File: src/rtl/aes_round_sched.sv
// aes_round_sched
// ---------------------------------------------------------------------------
// Sequencer between the host and the AES key-expansion / round datapath.
// A key load pulses Key_Expansion's k_ready with a validated Nk, then waits
// KEY_WAIT cycles for the expansion to settle before blocks are accepted.
// Each accepted block walks the round-key address through every round,
// issuing one round-enable per available round key together with the round
// type, and then holds the result until the host consumes it.
//
// Parameters:
//   KEY_WAIT  settle cycles after the k_ready pulse (1..255)
//   ADDR_W    round-key address width (must hold 14)
//
// Ports:
//   clk, rst          clock (rising edge), async active-high reset
//   key_load, key_nk  host key-load pulse and key length in words (4/6/8)
//   ke_k_ready, ke_nk one-cycle k_ready pulse and registered Nk to Key_Expansion
//   key_ok, key_err   key settled / sticky illegal-Nk flag
//   blk_valid, blk_ready   host block handshake
//   rk_addr, rk_valid round-key address and its availability
//   rnd_en, rnd_type  round strobe, 0 = initial, 1 = middle, 2 = final
//   out_valid, out_ready   result handshake
//   dec               (DECRYPT_EN only) walk round keys Nr down to 0
//
// Optional feature macro: DECRYPT_EN adds the dec input and descending order.
// ---------------------------------------------------------------------------
module aes_round_sched #(
    parameter int KEY_WAIT = 16,
    parameter int ADDR_W   = 4
) (
    input  logic              clk,
    input  logic              rst,
    input  logic              key_load,
    input  logic [3:0]        key_nk,
    output logic              ke_k_ready,
    output logic [3:0]        ke_nk,
    output logic              key_ok,
    output logic              key_err,
    input  logic              blk_valid,
    output logic              blk_ready,
    output logic [ADDR_W-1:0] rk_addr,
    input  logic              rk_valid,
    output logic              rnd_en,
    output logic [1:0]        rnd_type,
    output logic              out_valid,
`ifdef DECRYPT_EN
    input  logic              dec,
`endif
    input  logic              out_ready
);

    typedef enum logic [2:0] {IDLE, KLOAD, KWAIT, READY, ROUND, DONE} state_t;

    state_t            state;
    logic [3:0]        nr;
    logic [7:0]        wait_cnt;
    logic              descending;
    logic              key_legal;
    logic [ADDR_W-1:0] nr_addr;
    logic [ADDR_W-1:0] first_addr;
    logic [ADDR_W-1:0] last_addr;
    logic              at_first;
    logic              at_last;

    assign key_legal = (key_nk == 4'd4) || (key_nk == 4'd6) || (key_nk == 4'd8);
    assign nr_addr   = ADDR_W'(nr);

    // The walk direction decides which end of the key schedule is the
    // initial AddRoundKey and which one terminates the block.
    assign first_addr = descending ? nr_addr : '0;
    assign last_addr  = descending ? '0 : nr_addr;
    assign at_first   = (rk_addr == first_addr);
    assign at_last    = (rk_addr == last_addr);

    // A key load in the same cycle always wins over an offered block.
    assign blk_ready = (state == READY) && key_ok && !key_load;
    assign rnd_en    = (state == ROUND) && rk_valid;

    always_comb begin
        rnd_type = 2'd0;
        if (state == ROUND) begin
            if (at_first)
                rnd_type = 2'd0;
            else if (at_last)
                rnd_type = 2'd2;
            else
                rnd_type = 2'd1;
        end
    end

`ifdef DECRYPT_EN
    // Direction is latched at block accept and held for the whole block.
    always_ff @(posedge clk or posedge rst) begin
        if (rst)
            descending <= 1'b0;
        else if (blk_valid && blk_ready)
            descending <= dec;
    end
`else
    assign descending = 1'b0;
`endif

    // Main sequencer: key load/settle, block acceptance, round walk and
    // result hold. ke_k_ready defaults low so it is a single-cycle pulse.
    always_ff @(posedge clk or posedge rst) begin
        if (rst) begin
            state      <= IDLE;
            ke_k_ready <= 1'b0;
            ke_nk      <= 4'd0;
            key_ok     <= 1'b0;
            key_err    <= 1'b0;
            rk_addr    <= '0;
            out_valid  <= 1'b0;
            nr         <= 4'd0;
            wait_cnt   <= 8'd0;
        end else begin
            ke_k_ready <= 1'b0;
            case (state)
                IDLE, READY: begin
                    if (key_load) begin
                        key_ok <= 1'b0;
                        if (key_legal) begin
                            ke_nk      <= key_nk;
                            nr         <= key_nk + 4'd6;
                            key_err    <= 1'b0;
                            ke_k_ready <= 1'b1;
                            state      <= KLOAD;
                        end else begin
                            key_err <= 1'b1;
                            state   <= IDLE;
                        end
                    end else if (blk_valid && blk_ready) begin
`ifdef DECRYPT_EN
                        rk_addr <= dec ? nr_addr : '0;
`else
                        rk_addr <= '0;
`endif
                        state   <= ROUND;
                    end
                end
                KLOAD: begin
                    wait_cnt <= 8'(KEY_WAIT - 1);
                    state    <= KWAIT;
                end
                KWAIT: begin
                    if (wait_cnt == 8'd0) begin
                        key_ok <= 1'b1;
                        state  <= READY;
                    end else begin
                        wait_cnt <= wait_cnt - 8'd1;
                    end
                end
                ROUND: begin
                    // Without a round key the address simply holds (stall).
                    if (rk_valid) begin
                        if (at_last) begin
                            out_valid <= 1'b1;
                            state     <= DONE;
                        end else if (descending) begin
                            rk_addr <= rk_addr - 1'b1;
                        end else begin
                            rk_addr <= rk_addr + 1'b1;
                        end
                    end
                end
                DONE: begin
                    if (out_ready) begin
                        out_valid <= 1'b0;
                        state     <= READY;
                    end
                end
                default: state <= IDLE;
            endcase
        end
    end

endmodule
File: config.mk
export PLATFORM = sky130hd
export DESIGN_NAME = aes_round_sched
export DESIGN_NICKNAME = d
export VERILOG_FILES = /design/src/rtl/aes_round_sched.sv
export SDC_FILE = /design/constraint.sdc
export NUM_CORES = 1
export LEC_CHECK = 0
export ABC_CLOCK_PERIOD_IN_PS = 4400
export BUFFER_PORTS_ARGS = -buffer_cell sky130_fd_sc_hd__clkbuf_2
export CELL_PAD_IN_SITES_DETAIL_PLACEMENT = 1
export CELL_PAD_IN_SITES_GLOBAL_PLACEMENT = 1
export CORE_AREA = 3 3 62 64
export DETAILED_ROUTE_END_ITERATION = 10
export DIE_AREA = 0 0 65 67
export GPL_TIMING_DRIVEN = 1
export PLACE_DENSITY_LB_ADDON = 0.1
export SLEW_MARGIN = 15
export SYNTH_ARGS = -nofsm -noshare
export SYNTH_HDL_FRONTEND = slang
export SYNTH_SLANG_ARGS = --single-unit
File: constraint.sdc
create_clock -name clk -period 4.4 [get_ports clk]
set_input_delay 0.22 -clock clk [delete_from_list [all_inputs] [get_ports clk]]
set_output_delay 0.22 -clock clk [all_outputs]
set_load 0.02 [all_outputs]
After elaboration in Yosys (flattened, before gate mapping)

Cells that the tools add are included.

Add/sub/neg operators: 3
Equal/unequal tests: 19
Mux-type cells: 29
Reduce and logical (&&, ||, !) cells: 22

Operators by type and width:

| kind                | count |
|---|---|
| $mux 3              | 6 |
| $ne 2x2->1 const B  | 9 |
| $mux 4              | 4 |
| $pmux 8 s2          | 1 |
| $pmux 3 s5          | 1 |
| $mux 1              | 10 |
| $reduce_and 5->1    | 2 |
| $eq 4x3->1 const B  | 2 |
| $logic_not 8->1     | 1 |
| $mux 8              | 1 |
| $pmux 4 s2          | 1 |
| $reduce_bool 2->1   | 4 |
| $sub 8x1->8 const B | 1 |
| $eq 3x2->1 const B  | 2 |
| $eq 3x3->1 const B  | 2 |
| $mux 2              | 3 |
| $reduce_and 3->1    | 2 |
| $add 4x1->4 const B | 1 |
| $add 4x3->4 const B | 1 |
| $eq 4x4->1          | 1 |
| $eq 4x4->1 const B  | 1 |
| $logic_and 1x1->1   | 4 |
| $logic_not 4->1     | 1 |
| $pmux 1 s2          | 2 |
| other kinds (8)     | 10 |

Register bits: 27
Input bits: 10
Output and inout port bits: 16
Logic and storage cells: 82

Logic depth before layout (Yosys ltp)

Gate-level depths: netlist (run 1).

Depth in word-level cells: 7
Mapped depth: 7
Depth with buffers taken out: 6

Worst setup path before layout (run 1)

No wires, ideal clock.

Path type: register -> register
From: reg wait_cnt[0]
To: reg wait_cnt[5]
Library setup time: 0.121 ns
Arrival: 1.640 ns
Data required time: 4.279 ns
Path slack: 2.638 ns
Cell stages (with the launch flop): 8
Period minus slack after synthesis: 1.762 ns
Cells stage by stage: dfrtp_1 -> inv_1 -> ha_1 -> or3b_2 -> clkbuf_1 -> o21ai_4 -> nor4_1 -> o22a_1

Cells in the longest elaborated chain, start to end: 3

Ends and longest elaborated chain:

| what                                                  | line     | source |
|---|---|---|
| start: declaration                                    | 56       | `logic [7:0] wait_cnt;` |
| start signal: assignment                              | 142      | `wait_cnt <= 8'(KEY_WAIT - 1);` |
| start signal: assignment                              | 150      | `wait_cnt <= wait_cnt - 8'd1;` |
| $sub 8x1->8 / $logic_not 8->1 (equally long branches) | 150, 146 |  |
| $mux 8 / $ne 2x2->1 (equally long branches)           | -        |  |
| $pmux 8 s2 / $reduce_and 2->1 (equally long branches) | -        |  |

Parallel ways exist; a longest one is shown, timed or not. The select of a mux whose other input is x is not followed.
A chain may end at the register's enable or synchronous reset.

Worst setup path in the final report (run 1)

From: reg rk_addr[2]
To: out rnd_type[1]

Cells in the longest elaborated chain, start to end: 4

Ends and longest elaborated chain:

| what                     | line | source |
|---|---|---|
| start: declaration       | 41   | `output logic [ADDR_W-1:0] rk_addr,` |
| start signal: assignment | 160  | `rk_addr <= rk_addr - 1'b1;` |
| start signal: assignment | 162  | `rk_addr <= rk_addr + 1'b1;` |
| $eq 4x4->1               | 73   | `assign at_last = (rk_addr == last_addr);` |
| $mux 2                   | 84   | `else if (at_last)` |
| $mux 2 (*)               | 82   | `if (at_first)` |
| $mux 2 (*)               | 81   | `if (state == ROUND) begin` |
| end: declaration         | 44   | `output logic [1:0] rnd_type,` |

Every way passes the cells marked *; elsewhere a longest branch is shown, timed or not.

==> impl_metrics.toml, run 1 <==
[route]
dr_total_vias = 1207
viasPerCell = 5.49
drt.antenna.violating_nets = 0
drt_iter0_drc = 52
routed_wl_mm = 3.49
drt-pass1-iter-count = 4
drc_errors = 0
routedWlPerCell_microns = 15.8

[setup_path]
cp-end-kind = "output port"
cp_data_required_time_ps = 4180
startpoint_type = "flop"
crit_type = "reg2out"
r2r_slack_ps = 2520
endpoint = "rnd_type[1]"
crit_start = "rk_addr[2]"
critical_path_peak_fanout = 7
r2r_cells = 4
critPathArrivalTime_ps = 2030
reg2reg_to = "ke_nk[1]"
r2r_start = "state[0]"

[sta]
finalSetupViolations = 0
fin_tns_setup_ps = 0
post-route-period-util_pct = 51.1
maxSlewHeadroom_pct = 32.5
rsz0062_at_grt = "no"
slew_violations = 0
tightest_slew_ps = 1010
postLayoutSetupSlackWorst_ps = 2150
hold_violations = 0
whs_ps = 105
period_needed_ps = 2250
fmax_mhz = 445
finClkSkew_ps = 8.68

[grt]
grt_first_pass_wirelength_mm = 6.07
grt.overflow.total = 0
antenna_found_initial = 0
grt_pass1_vias = 1272
grt_start_max_net_pins = 27
grt_usage_pct = 18.0

[floorplan]
fp.dieH_microns = 67
io_pins = 26
dieWidth_microns = 65
rows = 21
fp.dieArea_sq_um = 4360
core_sq_um = 3340
start_util_pct = 45.1

[clock_network]
cts_setup_buffers = 0
cts_tree = "built"
cts_root_buffer = "clkbuf_4"
cts.repair.resized = 0
cts_sinks = 26
clk_latency_ps = 310
cts_hold_buf = 0
cts_max_level = 1
clock_path_buffers = 2
cts_buffers = 3
clk_pin_slew_ps = 140

[synth]
async_flop_share_pct = 100
synth_nets = 166
synth_cells = 151
dominantRegCellSynth = "dfrtp_1"
ys_seq_elements = 26
synth.distinct_cells = 45
syn_area_sq_um = 1510
synth-seq-area-share_pct = 43.2
yosys_warnings = 0
syn-mean-instance-area_sq_um = 9.97
synth_edf_count = 0

[power]
irDropWorstVdd_uv = 216
power_leakage_uw = 0.000833
finalPower_uw = 880
powerDensity_nw_per_um2 = 525

[cells_and_area]
n_antenna_cell = 0
fillers = 414
syn_to_final_growth_pct = 11.3
final_layout_size_suffix_gt1_share_pct = 23.6
fin_cells = 220
nNetsFinal = 191

[placed_design]
dp_cells = 217
io_buffers = 25
dp.final_hpwl_mm = 2.76
place.gp.congestion = 0.826
pre_cts_slack_ps = 2500

[status]
status = "completed"

[hold_path]
holdCritPathClass = "in2async"

[run]
cap_violations = 0
## metal layers
metal	track usage, %	vias up	wire, microns
met5	0	-	0
met4	6.07	0	34
met3	3.04	4	126
met2	29.9	27	1690
met1	23.7	606	1640
li1	-	570	-
## metrics by stage
stage          area (sq um)  utilization (%)
6_report               1680             50.2
5_1_grt                1680             50.2
4_1_cts                1680             50.2
3_5_place_dp           1650             49.5
3_3_place_gp           1650             49.5
2_1_floorplan          1510                -
## cells in the final DEF, fill, tap and decap left out, types with 2 or more instances in the layout
cell	count
nor3_1	3
mux2_4	5
o21ai_1	3
a21oi_1	7
nor4_1	3
nor2_1	13
or3_1	2
nand4_1	2
nand2_1	8
clkbuf_4	3
dfrtp_1	26
o21a_1	2
o22a_1	3
clkbuf_2	25
ha_1	5
nor2b_1	3
inv_1	13
and2_1	2
o211ai_1	2
xor2_1	9
o21ai_0	6
nand3_1	8
## registers in the layout, summed over array words and instances, names as in the netlist
register,cells
state,3
key_err,1
key_ok,1
out_valid,1
wait_cnt,8
last_addr,3
rk_addr,4
ke_k_ready,1
ke_nk,4
## final cells by class
| class | count | area [sq um] | area share (%) |
|---|---|---|---|
| clock buffers | 3 | 22.5 | 1.34 |
| inverters | 13 | 48.8 | 2.91 |
| multi-input cells | 107 | 771 | 46.0 |
| flip-flops and latches | 26 | 651 | 38.8 |
| well taps | 46 | 57.6 | 3.44 |
| repair buffers | 25 | 125 | 7.47 |
## worst max-delay path, cell delays in order, from the launching register on
cell and delay (ps):
dfrtp_1 480, xor2_1 210, nor4_1 590, and3_1 250, clkbuf_2 170
## worst min-delay path by stage
stage	slack [ps]	from	depth (start not counted)	to
global placement	460	rst	2	ke_k_ready
finish	110	rst	2	last_addr[3]
detailed placement	470	out_ready	3	state[1]
floorplan	260	rst	1	ke_k_ready
global route	130	out_ready	3	state[1]
CTS	120	out_ready	3	state[1]
## cell families (layout without fill, tap and decap cells)
logic type,Yosys count,after routing,synth area share [%]
compound gates,29,29,13.2
xor+xnor,10,10,5.82
fa+ha+maj,5,5,4.16
buf+inv,18,41,5.57
flops,26,26,43.2
mux,6,6,5.65
simple gates,57,57,22.4
## power by group
part	total (uW)	internal (uW)	leakage, uW	switching (uW)
combinational	376	167	0.000499	209
sequential	404	312	0.000321	92.0
clock	99.0	32.0	0.0000138	67.0
## synth_stat cells (2+ instances only)
cell	number	area share, %
nor2b_1	3	1.2
nor4_1	3	1.2
nor3_1	3	1.0
o21a_1	2	1.0
dfrtp_1	26	43
o21ai_0	6	2.0
o21ai_1	3	1.0
ha_1	5	4.2
inv_1	13	3.2
and2_1	2	0.83
nand2_1	8	2.0
a21oi_1	7	2.3
mux2_4	5	5.0
nor2_1	13	3.2
nand3_1	8	2.7
or3_1	2	0.83
xor2_1	9	5.2
nand4_1	2	0.83
o22a_1	3	1.7
o211ai_1	2	1.0
buf_4	2	1.0
Note: power is estimated with default switching activity, not from simulation.
==> run 2, diff against run 1 <==
--- a/config.mk
+++ b/config.mk
@@ -5,13 +5,14 @@
 export SDC_FILE = /design/constraint.sdc
 export NUM_CORES = 1
 export LEC_CHECK = 0
-export ABC_CLOCK_PERIOD_IN_PS = 4400
+export ABC_AREA = 1
+export ABC_CLOCK_PERIOD_IN_PS = 1810
 export BUFFER_PORTS_ARGS = -buffer_cell sky130_fd_sc_hd__clkbuf_2
 export CELL_PAD_IN_SITES_DETAIL_PLACEMENT = 1
 export CELL_PAD_IN_SITES_GLOBAL_PLACEMENT = 1
-export CORE_AREA = 3 3 62 64
+export CORE_AREA = 3 3 72 74
 export DETAILED_ROUTE_END_ITERATION = 10
-export DIE_AREA = 0 0 65 67
+export DIE_AREA = 0 0 75 77
 export GPL_TIMING_DRIVEN = 1
 export PLACE_DENSITY_LB_ADDON = 0.1
 export SLEW_MARGIN = 15
==> constraint.sdc (replaced) <==
create_clock -name clk -period 1.81 [get_ports clk]
set_input_delay 0.0905 -clock clk [delete_from_list [all_inputs] [get_ports clk]]
set_output_delay 0.0905 -clock clk [all_outputs]
set_load 0.02 [all_outputs]
==> impl_metrics.toml, run 2 <==
[grt]
grt_first_pass_wirelength_mm = 6.84
grt_usage_pct = 15.0
grt.overflow.total = 0
grt_pass1_vias = 1489
antenna_found_initial = 0
grt_start_max_net_pins = 27

[cells_and_area]
fillers = 603
largest_reg_flops = 8
seq_area_sq_um = 659
layout_commonest_cell = "nand2_1"
final_cell_mix = "nand2_1 (63), inv_1 (31), nor2_1 (28)"
syn_to_final_growth_pct = 18.7
top_regs = "wait_cnt (8), ke_nk (4), rk_addr (4)"
regMostFlops = "wait_cnt"
multi_input_area_sq_um = 821
nNetsFinal = 277
final_layout_size_suffix_gt1_share_pct = 24.5
n_antenna_cell = 0

[sta]
maxSlewHeadroom_pct = 76.1
period_needed_ps = 1680
postLayoutSetupSlackWorst_ps = 134
slew_violations = 0
fin_tns_setup_ps = 0
post-route-period-util_pct = 92.6
fmax_mhz = 597
tightest_slew_ps = 358
finalSetupViolations = 0
hold_violations = 0
finClkSkew_ps = 3.30
rsz0062_at_grt = "no"

[clock_network]
clk_latency_ps = 270
clk_pin_slew_ps = 100
clock_path_buffers = 2
cts_root_buffer = "clkbuf_8"
cts_sinks = 26
cts_buffers = 3
cts_max_level = 1
cts_tree = "built"

[synth]
dominantRegCellSynth = "dfrtp_1"
async_flop_share_pct = 100
synth_top_area_share_pct = 39.6
synth.area.top_cells = "dfrtp_1 (40%), nand2_1 (14%), inv_1 (7.1%)"
synth_edf_count = 0
ys_seq_elements = 26
synth.distinct_cells = 27
synth_compound_area_share_pct = 7.53
synth_simple_gate_area_share_pct = 36.8
muxShareOfSynthArea_pct = 0
yosys.area_share.adder_pct = 3.81
synth-seq-area-share_pct = 39.6
synth_common_cells = "nand2_1 (63), inv_1 (31), nor2_1 (29), dfrtp_1 (26), nand3_1 (18)"
synth_nets = 242
syn_area_sq_um = 1640
synth_cells = 227
syn-mean-instance-area_sq_um = 7.24
synth_xor_area_share_pct = 1.60
yosysMostFrequentCell = "nand2_1"
synth_top_family_by_area = "simple AND/OR/NAND/NOR gates"
synth_top_area_cell = "dfrtp_1"
yosys_warnings = 0

[route]
highest_layer = "met4"
dr_total_vias = 1491
drt_iter0_drc = 43
dr_wl_met2_mm = 1.83
wl_met1_mm = 2.04
routed-wl-met3_microns = 108
drc_errors = 0
drt.antenna.violating_nets = 0
viasPerCell = 4.73
drt-pass1-iter-count = 4
routedWlPerCell_microns = 12.7
routed_wl_mm = 4.01

[floorplan]
core_sq_um = 4660
fp.dieArea_sq_um = 5780
fp.dieH_microns = 77
rows = 25
io_pins = 26
start_util_pct = 35.3
dieWidth_microns = 75

[run]
cap_violations = 0

[hold_path]
holdCritPathClass = "in2reg"

[placed_design]
io_buffers = 25
dp.final_hpwl_mm = 3.08
pre_cts_slack_ps = 214
place.gp.congestion = 0.749

[setup_path]
crit_type = "reg2out"
critPathArrivalTime_ps = 1590
critical_path_peak_fanout = 8
cp-end-kind = "output port"
startpoint_type = "flop"
cp_data_required_time_ps = 1720

[power]
powerDensity_nw_per_um2 = 1370
irDropWorstVdd_uv = 471
power_leakage_uw = 0.00106

[status]
status = "completed"
## run 2: cell types whose count changed in the layout (fill, tap and decap cells not counted), sizes merged, moves of 4 or more
cell	delta
nand2	+62
inv	+23
nor2	+19
nand3	+13
buf	+8
xor2	-7
mux2	-5
nand4	+5
a21oi	-4
o21ai	+4
## run 2: metal layers
metal  up-vias  global-route usage [%]
met5         -                       0
met4         0                    3.74
met3         2                    1.97
met2        18                    23.8
met1       693                    21.2
li1        778                       -
## run 2: timing repair
item                       in CTS  in global routing
setup endpoints to repair       1                  2
gates resized for setup         6                  2
hold buffers                    1                  0
buffers inserted                0                  6
hold endpoints to repair       26                  0
pin swaps                       1                  1
## run 2: power breakdown
part / internal, uW / switching [uW]
logic: 421 / 825
registers: 761 / 176
clock network: 296 / 196
total: 1480 / 1200
## run 2: kinds of logic (layout without fill, tap and decap cells)
kind of cell | after synthesis | after routing
adders and majority gates | 5 | 5
xor gates and xnor gates | 3 | 3
AOI/OAI and AO/OA | 22 | 22
buffers and inverters | 40 | 74
DFF | 26 | 26
and+or+nand+nor | 131 | 131
## run 2: final cells by class
class / instances / area share, %
Clock buffer: 3 / 2.12
Tap cell: 54 / 3.46
Multi-Input combinational cell: 161 / 42.1
Clock inverter: 1 / 1.54
Sequential cell: 26 / 33.8
Timing Repair Buffer: 34 / 10.0
Inverter: 36 / 7.05
## run 2: stage by stage
step | hold slack [ps] | power [uW] | instances | utilization (%) | instance area [sq um]
after floorplan | 131 | 1900 | 227 | - | 1640
after CTS | 115 | 2710 | 309 | 40.8 | 1900
after global routing | 131 | 2930 | 315 | 41.9 | 1950
final | 124 | 2680 | 315 | 41.9 | 1950
after global placement | 161 | 2150 | 304 | 38.9 | 1810
after detailed placement | 162 | 2180 | 304 | 38.9 | 1810
## run 2: path summary, 6_finish.rpt
check                       startpoint           to  slack [ps]  cells past startpoint
min                          out_ready    out_valid         120                      4
min in group asynchronous          rst      key_err         400                      4
max                           state[0]  rnd_type[1]         130                      6
max in group asynchronous          rst     state[2]        1120                      4
max reg2reg                wait_cnt[2]  wait_cnt[7]         270                      6
min reg2reg                   ke_nk[3]     ke_nk[3]         500                      2
## run 2: critical path: stages (launching register included)
cell and delay [ps]:
dfrtp_2 480, nor2_4 150, nand2_2 60, inv_1 130, nand3_2 120, a31oi_1 170
clkbuf_2 190
